===== src/rtl/fetch_pkg.sv =====
// Shared types and constants for the instruction-fetch front end.
package fetch_pkg;
  localparam int XLEN = 32;
  localparam int ILEN = 32;
  localparam int HALF = 16;
  localparam logic [1:0] RVC_OP_LO = 2'b11;

  typedef struct packed {
    logic [XLEN-1:0] word;
    logic [XLEN-1:0] addr;
  } fetch_entry_t;

  function automatic logic is_rvc(input logic [HALF-1:0] h);
    return h[1:0] != RVC_OP_LO;
  endfunction
endpackage


===== src/rtl/fetch_fifo.sv =====
// DEPTH-entry word queue with flush; exposes head, head+1 and occupancy.
module fetch_fifo
  import fetch_pkg::*;
#(
  parameter int DEPTH = 4
) (
  input  logic                     gclk,
  input  logic                     grst_n,
  input  logic                     flush,
  input  logic                     push,
  input  fetch_entry_t             push_data,
  input  logic                     pop,
  output fetch_entry_t             head,
  output fetch_entry_t             head_nxt,
  output logic [$clog2(DEPTH):0]   count
);
  localparam int AW = $clog2(DEPTH);

  fetch_entry_t  mem [DEPTH];
  logic [AW-1:0] rd_ptr, wr_ptr;

  always_ff @(posedge gclk)
    if (push) mem[wr_ptr] <= push_data;

  always_ff @(posedge gclk) begin
    if (!grst_n || flush) begin
      rd_ptr <= '0;
      wr_ptr <= '0;
      count  <= '0;
    end else begin
      if (push) wr_ptr <= wr_ptr + AW'(1);
      if (pop)  rd_ptr <= rd_ptr + AW'(1);
      count <= count + (AW+1)'(push) - (AW+1)'(pop);
    end
  end

  assign head     = mem[rd_ptr];
  assign head_nxt = mem[rd_ptr + AW'(1)];
endmodule


===== src/rtl/fetch_align_queue.sv =====
// Fetch front end: sequential word fetch, queueing and 16/32-bit realignment.
// Define FETCH_COMPRESSED_EN to enable halfword (compressed) realignment.
module fetch_align_queue
  import fetch_pkg::*;
#(
  parameter int          DEPTH    = 4,
  parameter logic [31:0] RESET_PC = 32'h0
) (
  input  logic            CLK,
  input  logic            RESET,
  output logic            IMEM_REQ,
  output logic [XLEN-1:0] IMEM_ADDRESS,
  input  logic            IMEM_GNT,
  input  logic            IMEM_RVALID,
  input  logic [XLEN-1:0] IMEM_READDATA,
  input  logic            REDIRECT,
  input  logic [XLEN-1:0] REDIRECT_PC,
  output logic            INSTR_VALID,
  input  logic            INSTR_READY,
  output logic [ILEN-1:0] INSTR_RAW,
  output logic [XLEN-1:0] INSTR_PC,
  output logic            INSTR_COMPRESSED
);
  localparam int CW = $clog2(DEPTH) + 1;

  logic [XLEN-1:0] fetch_pc, rsp_pc;
  logic [CW-1:0]   outstanding, stale, occ;
  logic            in_rst, fire, rsp, consume, pop, valid, comp, offset;
  logic [ILEN-1:0] raw;
  fetch_entry_t    head, head_nxt;

  assign IMEM_REQ     = !in_rst && (({1'b0, occ} + {1'b0, outstanding}) < (CW+1)'(DEPTH));
  assign IMEM_ADDRESS = fetch_pc;
  assign fire         = IMEM_REQ && IMEM_GNT;
  // Any response with nothing outstanding predates the last reset and is ignored.
  assign rsp          = IMEM_RVALID && (outstanding != '0);

  fetch_fifo #(.DEPTH(DEPTH)) u_fifo (
    .gclk      (CLK),
    .grst_n    (RESET),
    .flush     (REDIRECT),
    .push      (rsp && (stale == '0)),
    .push_data ('{word: IMEM_READDATA, addr: rsp_pc}),
    .pop       (pop),
    .head      (head),
    .head_nxt  (head_nxt),
    .count     (occ)
  );

  always_ff @(posedge CLK) begin
    if (!RESET) begin
      fetch_pc    <= RESET_PC;
      rsp_pc      <= RESET_PC;
      outstanding <= '0;
      stale       <= '0;
      in_rst      <= 1'b1;
    end else begin
      in_rst      <= 1'b0;
      outstanding <= outstanding + CW'(fire) - CW'(rsp);
      if (REDIRECT) begin
        stale    <= outstanding + CW'(fire) - CW'(rsp);
        fetch_pc <= {REDIRECT_PC[XLEN-1:2], 2'b00};
        rsp_pc   <= {REDIRECT_PC[XLEN-1:2], 2'b00};
      end else begin
        if (fire) fetch_pc <= fetch_pc + 32'd4;
        if (rsp && stale != '0) stale <= stale - CW'(1);
        else if (rsp)           rsp_pc <= rsp_pc + 32'd4;
      end
    end
  end

`ifdef FETCH_COMPRESSED_EN
  logic [HALF-1:0] half;

  always_comb begin
    half  = offset ? head.word[31:16] : head.word[15:0];
    comp  = is_rvc(half);
    // A 32-bit instruction starting in the upper half needs the next word queued.
    valid = !in_rst && (occ != '0) && (comp || !offset || occ >= CW'(2));
    if (comp)        raw = {{(ILEN-HALF){1'b0}}, half};
    else if (offset) raw = {head_nxt.word[HALF-1:0], half};
    else             raw = head.word;
  end

  assign pop = consume && (!comp || offset);

  always_ff @(posedge CLK) begin
    if (!RESET)        offset <= 1'b0;
    else if (REDIRECT) offset <= REDIRECT_PC[1];
    else if (consume)  offset <= comp ? !offset : offset;
  end
`else
  assign offset = 1'b0;

  always_comb begin
    valid = !in_rst && (occ != '0);
    raw   = head.word;
    comp  = 1'b0;
  end

  assign pop = consume;
`endif

  assign consume          = valid && INSTR_READY;
  assign INSTR_VALID      = valid;
  assign INSTR_RAW        = raw;
  assign INSTR_COMPRESSED = comp;
  assign INSTR_PC         = {head.addr[XLEN-1:2], offset, 1'b0};

  logic unused_bits;
  assign unused_bits = ^{REDIRECT_PC[1:0], head.addr[1:0], head_nxt};
endmodule


===== config.mk =====
export PLATFORM = sky130hd
export DESIGN_NAME = fetch_align_queue
export DESIGN_NICKNAME = d
export VERILOG_FILES = /design/src/rtl/fetch_pkg.sv /design/src/rtl/fetch_fifo.sv /design/src/rtl/fetch_align_queue.sv
export SDC_FILE = /design/constraint.sdc
export NUM_CORES = 1
export LEC_CHECK = 0
export CAP_MARGIN = 5
export CORE_AREA = 4 4 281 145
export CTS_CLUSTER_SIZE = 16
export DETAILED_ROUTE_END_ITERATION = 12
export DIE_AREA = 0 0 285 149
export PLACE_DENSITY = 0.63
export SLEW_MARGIN = 15
export SYNTH_ARGS = -nofsm -noshare
export SYNTH_HDL_FRONTEND = slang
export SYNTH_HIERARCHICAL = 1
export SYNTH_SLANG_ARGS = --single-unit

===== constraint.sdc =====
create_clock -name CLK -period 4.1 [get_ports CLK]
set_input_delay 0.82 -clock CLK [delete_from_list [all_inputs] [get_ports CLK]]
set_output_delay 0.82 -clock CLK [all_outputs]
set_load 0.05 [all_outputs]

== Word-level counts from Yosys, hierarchy flattened ==
Memory sizes are Yosys's and may differ from the RTL's. A register that Yosys moved wholly into a read port is not among the register bits.
Index checks and enable logic that the tools add are counted.
Storage, ports and cells
  RAM bits: 256
  register bits: 78
  bits of input ports: 70
  logic and storage cells: 57
  output and inout bits: 99
  memories kept: 1
Memory list
  u_fifo.mem: words 4, bits a word 64, read ports 1, clocked after memory_dff 1, wr ports 1, line fetch_fifo.sv:19  | fetch_entry_t mem [DEPTH];
Operators by class
  equality and inequality tests: 1
  bitwise logic cells: 2
  $lt $le $gt $ge: 1
  muxes and demuxes: 12
  reduce and logical (&&, ||, !) cells: 20
  add/sub/neg operators: 10
Operators by type and width (number)
  32-bit 2-to-1 mux: 5
  32-bit by 3-bit adder with 32-bit output, second input constant: 2
  3-bit nonzero test: 3
  1-bit logical AND: 7
  3-bit by 1-bit adder with 3-bit output: 2
  3-bit 2-to-1 mux: 2
  2-bit nonzero test: 3
  3-bit by 1-bit subtractor with 3-bit output: 2
  2-bit by 1-bit adder with 2-bit output, second input constant: 2
  3-bit by 3-bit adder with 4-bit output: 1
  4-bit by 3-bit < comparator with 1-bit output, second input constant: 1
  2-bit 2-to-1 mux: 2
  2-bit AND reduction: 2
  3-bit zero test: 1
  1-bit 2-to-1 mux: 3
  3-bit by 1-bit subtractor with 3-bit output, second input constant: 1
  1-bit zero test: 2
  2-bit inequality test, second input constant: 1
  1-bit NOT: 2
  2-bit OR reduction: 1
  1-bit logical OR: 1

== Logic depth before layout (Yosys ltp) ==
  depth in word-level cells: 7
  gate-level depth with buffers: 11
  gate-level depth less buffers: 10

== Hierarchy ==
Netlist, hierarchy kept.
By module, submodules not included
  fetch_fifo: area an instance 11314.6 um2, seq. area each 7867.5 um2, cells an instance 456, instances 1
  fetch_align_queue: area an instance 3817.4 um2, seq. area each 1341.3 um2, cells an instance 470, instances 1

== Worst setup path after synthesis ==
OpenSTA, ideal clock, no wires.
  path type: input -> register
  start: input port IMEM_RVALID
  end: memory u_fifo/mem[0][0] (netlist bit), enable pin
  data required time: 3.671 ns
  slack: 0.891 ns
  path buffers: 1
  stages: 4
  setup time: 0.429 ns
  arrival time: 2.780 ns
  path through: o311ai_1 > buf_2 > inv_1 > and2_1
On the way
  cells in the longest elaborated chain, start to end: 4
RTL lines
  from (decl): line fetch_align_queue.sv:14  | input logic IMEM_RVALID,
  1-bit logical AND: line fetch_align_queue.sv:36  | assign rsp = IMEM_RVALID && (outstanding != '0);
  1-bit logical AND: line fetch_align_queue.sv:42  | .push (rsp && (stale == '0)),
  1-bit 2-to-1 mux: line fetch_fifo.sv:23  | if (push) mem[wr_ptr] <= push_data;
  1-bit 2-to-1 mux (not written as such): line fetch_fifo.sv:23
  to (decl): line fetch_fifo.sv:19
No other way between the ends.

==> flow_metrics.env <==
export IMPL_placementRows=51
export IMPL_cts_tree="yes"
export IMPL_dp_cells=1501
export IMPL_ff_latch_area_um2=8980
export IMPL_fin_tns_setup_ps=0
export IMPL_drt_vias_per_instance=5.17
export IMPL_postCtsHoldBufs=0
export IMPL_worst_slack_ps=392
export IMPL_clkTransAtPathRegs_ps=70
export IMPL_max_cap_viol_count=0
export IMPL_final_common_cell="edfxtp_1"
export IMPL_post_cts_resized=0
export IMPL_grt_first_pass_wirelength_um=48300
export IMPL_p_leak_nw=5.25
export IMPL_arrival_ps=2890
export IMPL_place_congestion=0.817
export IMPL_coreArea_um2=38400
export IMPL_grt_max_degree=58
export IMPL_grtUsageTotal_pct=14.6
export IMPL_antenna_left=0
export IMPL_rsz0062_at_grt="false"
export IMPL_cp_required_ps=3280
export IMPL_grt_ovfl_total=0
export IMPL_clock_latency_ps=560
export IMPL_status="completed"
export IMPL_finalMaxSlewViolations=0
export IMPL_dieWidth_um=285
export IMPL_cts_path_max_buffers=3
export IMPL_first_pass_iters=5
export IMPL_ir_drop_mv=0.219
export IMPL_wire_per_inst_um=20.1
export IMPL_cts_sinks=324
export IMPL_numCtsBuffers=29
export IMPL_finalWirelength_um=31300
export IMPL_power_w=0.00838
export IMPL_die_h_um=149
export IMPL_setup_viol=0
export IMPL_syn_area_um2=13300
export IMPL_syn_area_per_cell_um2=15.8
export IMPL_r2r_slack_ps=1120
export IMPL_nNetsFinal=1088
export IMPL_place_ws_ps=848
export IMPL_root_buffer="clkbuf_16"
export IMPL_dp_hpwl_um=20900
export IMPL_syn_to_final_growth_pct=23.9
export IMPL_layout_common_cells="248 x edfxtp_1, 161 x clkdlybuf4s50_1, 74 x dfxtp_1, 39 x mux4_2, 38 x o21ai_0"
export IMPL_drive_gt1_share_pct=11.4
export IMPL_worst_pin_slew_ps=993
export IMPL_vias=8038
export IMPL_skew_ps=13.6
export IMPL_post_route_drc_count=0
export IMPL_syn_inst=841
export IMPL_clock_fmax_mhz=270
export IMPL_first_global_vias=7848
export IMPL_htree_levels=1
export IMPL_synth_warnings=6
export IMPL_finalHoldViolations=0
export IMPL_ios=169
export IMPL_min_period_ps=3710
export IMPL_drt_initial_drc_count=549
export IMPL_crit_type="reg -> out"
export IMPL_slew_headroom_pct=33.7
export IMPL_p_per_area_nw_per_um2=508
export IMPL_io_buffers=161
export IMPL_critPathMaxFanout=25
export IMPL_fill_cells=3437
export IMPL_min_path_type="reg -> reg"
export IMPL_antenna_found_initial=0
export IMPL_start_util_pct=34.7
export IMPL_fin_cells=1555
export IMPL_start_kind="flip-flop"
export IMPL_end_kind="output pin"
export IMPL_cts_setup_buffers=0
export IMPL_dieArea_um2=42500
export IMPL_n_antenna_cell=0
export IMPL_multi_input_area_um2=4000
export IMPL_fin_crit_sh_pct=90.4
## state kept, by name, summed over array words and instances (netlist names), named ones only
register / flops
u_fifo/mem: 248
IMEM_ADDRESS: 30
rsp_pc: 30
outstanding: 3
stale: 3
u_fifo/count: 3
u_fifo/rd_ptr: 2
u_fifo/wr_ptr: 2
in_rst: 1
## layer usage
metal / share of wire (%) / global-route usage, %
met4: 2.0 / 2.99
met1: 48 / 22.0
met5: 0 / 0
met2: 45 / 22.1
met3: 5.1 / 2.92
## where the power goes
part           switching [W]  total (W)  internal (W)
combinational        0.00111    0.00173      0.000615
sequential          0.000149    0.00396       0.00381
clock                0.00121    0.00269       0.00149
total                0.00247    0.00838       0.00591
## layout make-up
cell class / count / share of cell area, %
sequential: 324 / 54.4
multi-input combinational: 444 / 24.3
timing repair buffer: 180 / 11.1
clock buffer: 31 / 4.45
tap: 530 / 4.02
clock inverter: 23 / 1.23
inverter: 23 / 0.523
## worst paths after layout
| check | depth (start not counted) | start | endpoint |
|---|---|---|---|
| setup reg to reg | 10 | outstanding[1]$_SDFF_PN0_ | stale[2]$_SDFFE_PN0P_ |
| hold reg to reg | 2 | IMEM_ADDRESS[16]$_SDFFE_PN0P_ | IMEM_ADDRESS[16]$_SDFFE_PN0P_ |
| setup / recovery | 3 | flip-flop | INSTR_RAW[4] |
| hold / removal | 2 | IMEM_ADDRESS[16]$_SDFFE_PN0P_ | IMEM_ADDRESS[16]$_SDFFE_PN0P_ |
## stage by stage
step                      area, µm²  util, %  hold WS [ps]
after floorplan               13300        -           496
after global placement        15600     40.6           507
after detailed placement      15600     40.6           511
after CTS                     16500     43.0           522
after global routing          16500     43.0           555
final                         16500     43.0           521
## critical path, stage by stage, from the launching register on
cell,delay (ps)
dfxtp_4,690
buf_12,300
mux4_1,590
clkdlybuf4s50_1,720
(Power assumes the default switching activity.)
==> variant: new RTL, same settings <==
Add a define of `FETCH_COMPRESSED_EN`.
--- a/src/rtl/fetch_align_queue.sv
+++ b/src/rtl/fetch_align_queue.sv
@@ -1,4 +1,6 @@
 // Fetch front end: sequential word fetch, queueing and 16/32-bit realignment.
 // Define FETCH_COMPRESSED_EN to enable halfword (compressed) realignment.
+`define FETCH_COMPRESSED_EN
+
 module fetch_align_queue
   import fetch_pkg::*;
Behaviour: not the same (Yosys sat finds a counterexample within 4 cycles, from zero or initial values and one cycle with RESET low).
==> variant against the original RTL <==
- via count rose by 11%
- design area rose by 7.9%
- critical path depth up 2
- largest power group unchanged
- wire length grew 14%
- global-route usage up 2.0 points
- highest routed layer unchanged
- total power rose by 5.7%
- largest cell class unchanged
- synthesized area is 7.5% higher
- first-iteration DRC count up 50%
- worst hold slack improved by 23 ps
- maximum frequency fell by 5.3%
- critical path type unchanged
- cell count rose by 6.8%
- worst setup slack got worse by 210 ps
- sequential cell count rose by 1
- clock power increased by 9.7%
==> variant: results (changes against the original RTL) <==
| Metric | Value |
|---|---|
| Status | `complete, no violations` |
| Worst IR Drop VDD | `290 µV (+32%)` |
| Final net count | `1193 (+9.7%)` |
| Placement Setup Slack | `681 ps (-167 ps)` |
| Latest clock arrival within the worst-skew pair | `570 ps` |
| Port Buffers | `164 (+1.9%)` |
| Non-Filler Instances | `1661 (+6.8%)` |
| All-layer global routing usage | `16.6% (+2.0 points)` |
| Worst-path maximum fanout | `22 (-12%)` |
| Hold/Removal Path Class | `flop to flop` |
| Number of antenna violations at the first check in global routing | `0 (unchanged)` |
| Leakage | `5.79 nW (+10%)` |
| Largest net degree at the start of global routing | `61 (+5.2%)` |
| GPL Wtd Cong | `0.862 (+5.5%)` |
| Slew @ Worst Pin | `715 ps (-278 ps)` |
| Number of flip-flops under the largest register name | `248 (unchanged)` |
| Skew final | `14.7 ps (+1.07 ps)` |
| DRT Pass-1 Iters | `5 (unchanged)` |
| Share of cells above drive strength 1 | `16.7% (+5.3 points)` |
| Wire per inst | `21.5 µm (+6.9%)` |
| Vias in the first global route | `8712 (+11%)` |
| Period utilisation layout | `95.5% (+5.0 points)` |
| Cells after Synth | `939 (+12%)` |
| Biggest register | `u_fifo/mem` |
| DR iter-0 viols | `823 (+50%)` |
| DRT antenna net count | `0 (unchanged)` |
| Sw frac | `29.2% (-0.20 points)` |
| Ys Warns | `6 (unchanged)` |
| # diodes | `0 (unchanged)` |
| Hold path startpoint | `IMEM_ADDRESS[21]$_SDFFE_PN0P_` |
| Cells after DPL | `1605 (+6.9%)` |
| Inserted Clock Buffers | `30 (+3.4%)` |
| Post_cts resized | `0 (unchanged)` |
| Via-to-Cell Ratio | `5.38 (+4.0%)` |
| Startpoint types | `flop` |
| Fill cell count | `3307 (-3.8%)` |
| CP Data Arrival Time | `3090 ps (+200 ps)` |
| Clock-pin slew on the worst setup and hold paths | `70 ps (about the same)` |
| First-pass GRT wire length | `54400 µm (+12%)` |
| Hpwl dp | `24400 µm (+17%)` |
| Slew Viols, Final | `0 (unchanged)` |
| Clock Path Buffers | `3 (unchanged)` |
| Setup bufs post-CTS | `0 (unchanged)` |
| H-tree depth | `1 (unchanged)` |
==> variant: path summary, 6_finish.rpt <==
| path | cells after the start | end |
|---|---|---|
| worst min-delay path | 2 | IMEM_ADDRESS[21]$_SDFFE_PN0P_ |
| worst max-delay path | 5 | INSTR_VALID |
| worst min register to register | 2 | IMEM_ADDRESS[21]$_SDFFE_PN0P_ |
| worst max register to register | 10 | u_fifo/count[2]$_SDFF_PP0_ |
==> variant: per-stage QoR <==
stage | hold WS, ps | area, µm²
final | 544 | 17800
after global routing | 564 | 17800
after floorplan | 490 | 14300
after CTS | 546 | 17800
after detailed placement | 534 | 16700
after global placement | 516 | 16700
==> variant: metal layers <==
layer	vias up	wire length [µm]	track usage, %
met5	-	0	0
met4	0	579	2.86
met3	35	2770	4.12
met2	282	15100	23.9
met1	4492	17300	25.8
li1	4123	-	-
==> variant: area by class of cell <==
class | instances | share of cell area (%)
repair buffers | 196 | 11.7
multi-input cells | 530 | 27.5
clock inverters | 17 | 1.19
inverters | 24 | 0.506
clock buffers | 39 | 4.75
flip-flops and latches | 325 | 50.6
well taps | 530 | 3.73
==> variant: power by group through the flow <==
| stage | sequential (mW) | combinational [mW] | clock, mW |
|---|---|---|---|
| final | 4.00 | 1.90 | 2.95 |
| after global routing | 4.02 | 2.02 | 3.19 |
| after detailed placement | 4.07 | 1.91 | 0 |
| after CTS | 4.00 | 1.92 | 3.05 |
| after global placement | 4.06 | 1.90 | 0 |
| after floorplan | 4.08 | 1.13 | 0 |
==> variant: worst max-delay path: stages (launching register included) <==
cell,delay [ps]
dfxtp_4,650
mux4_2,620
nand3_1,140
a211oi_1,140
nor2_1,130
clkdlybuf4s50_1,850
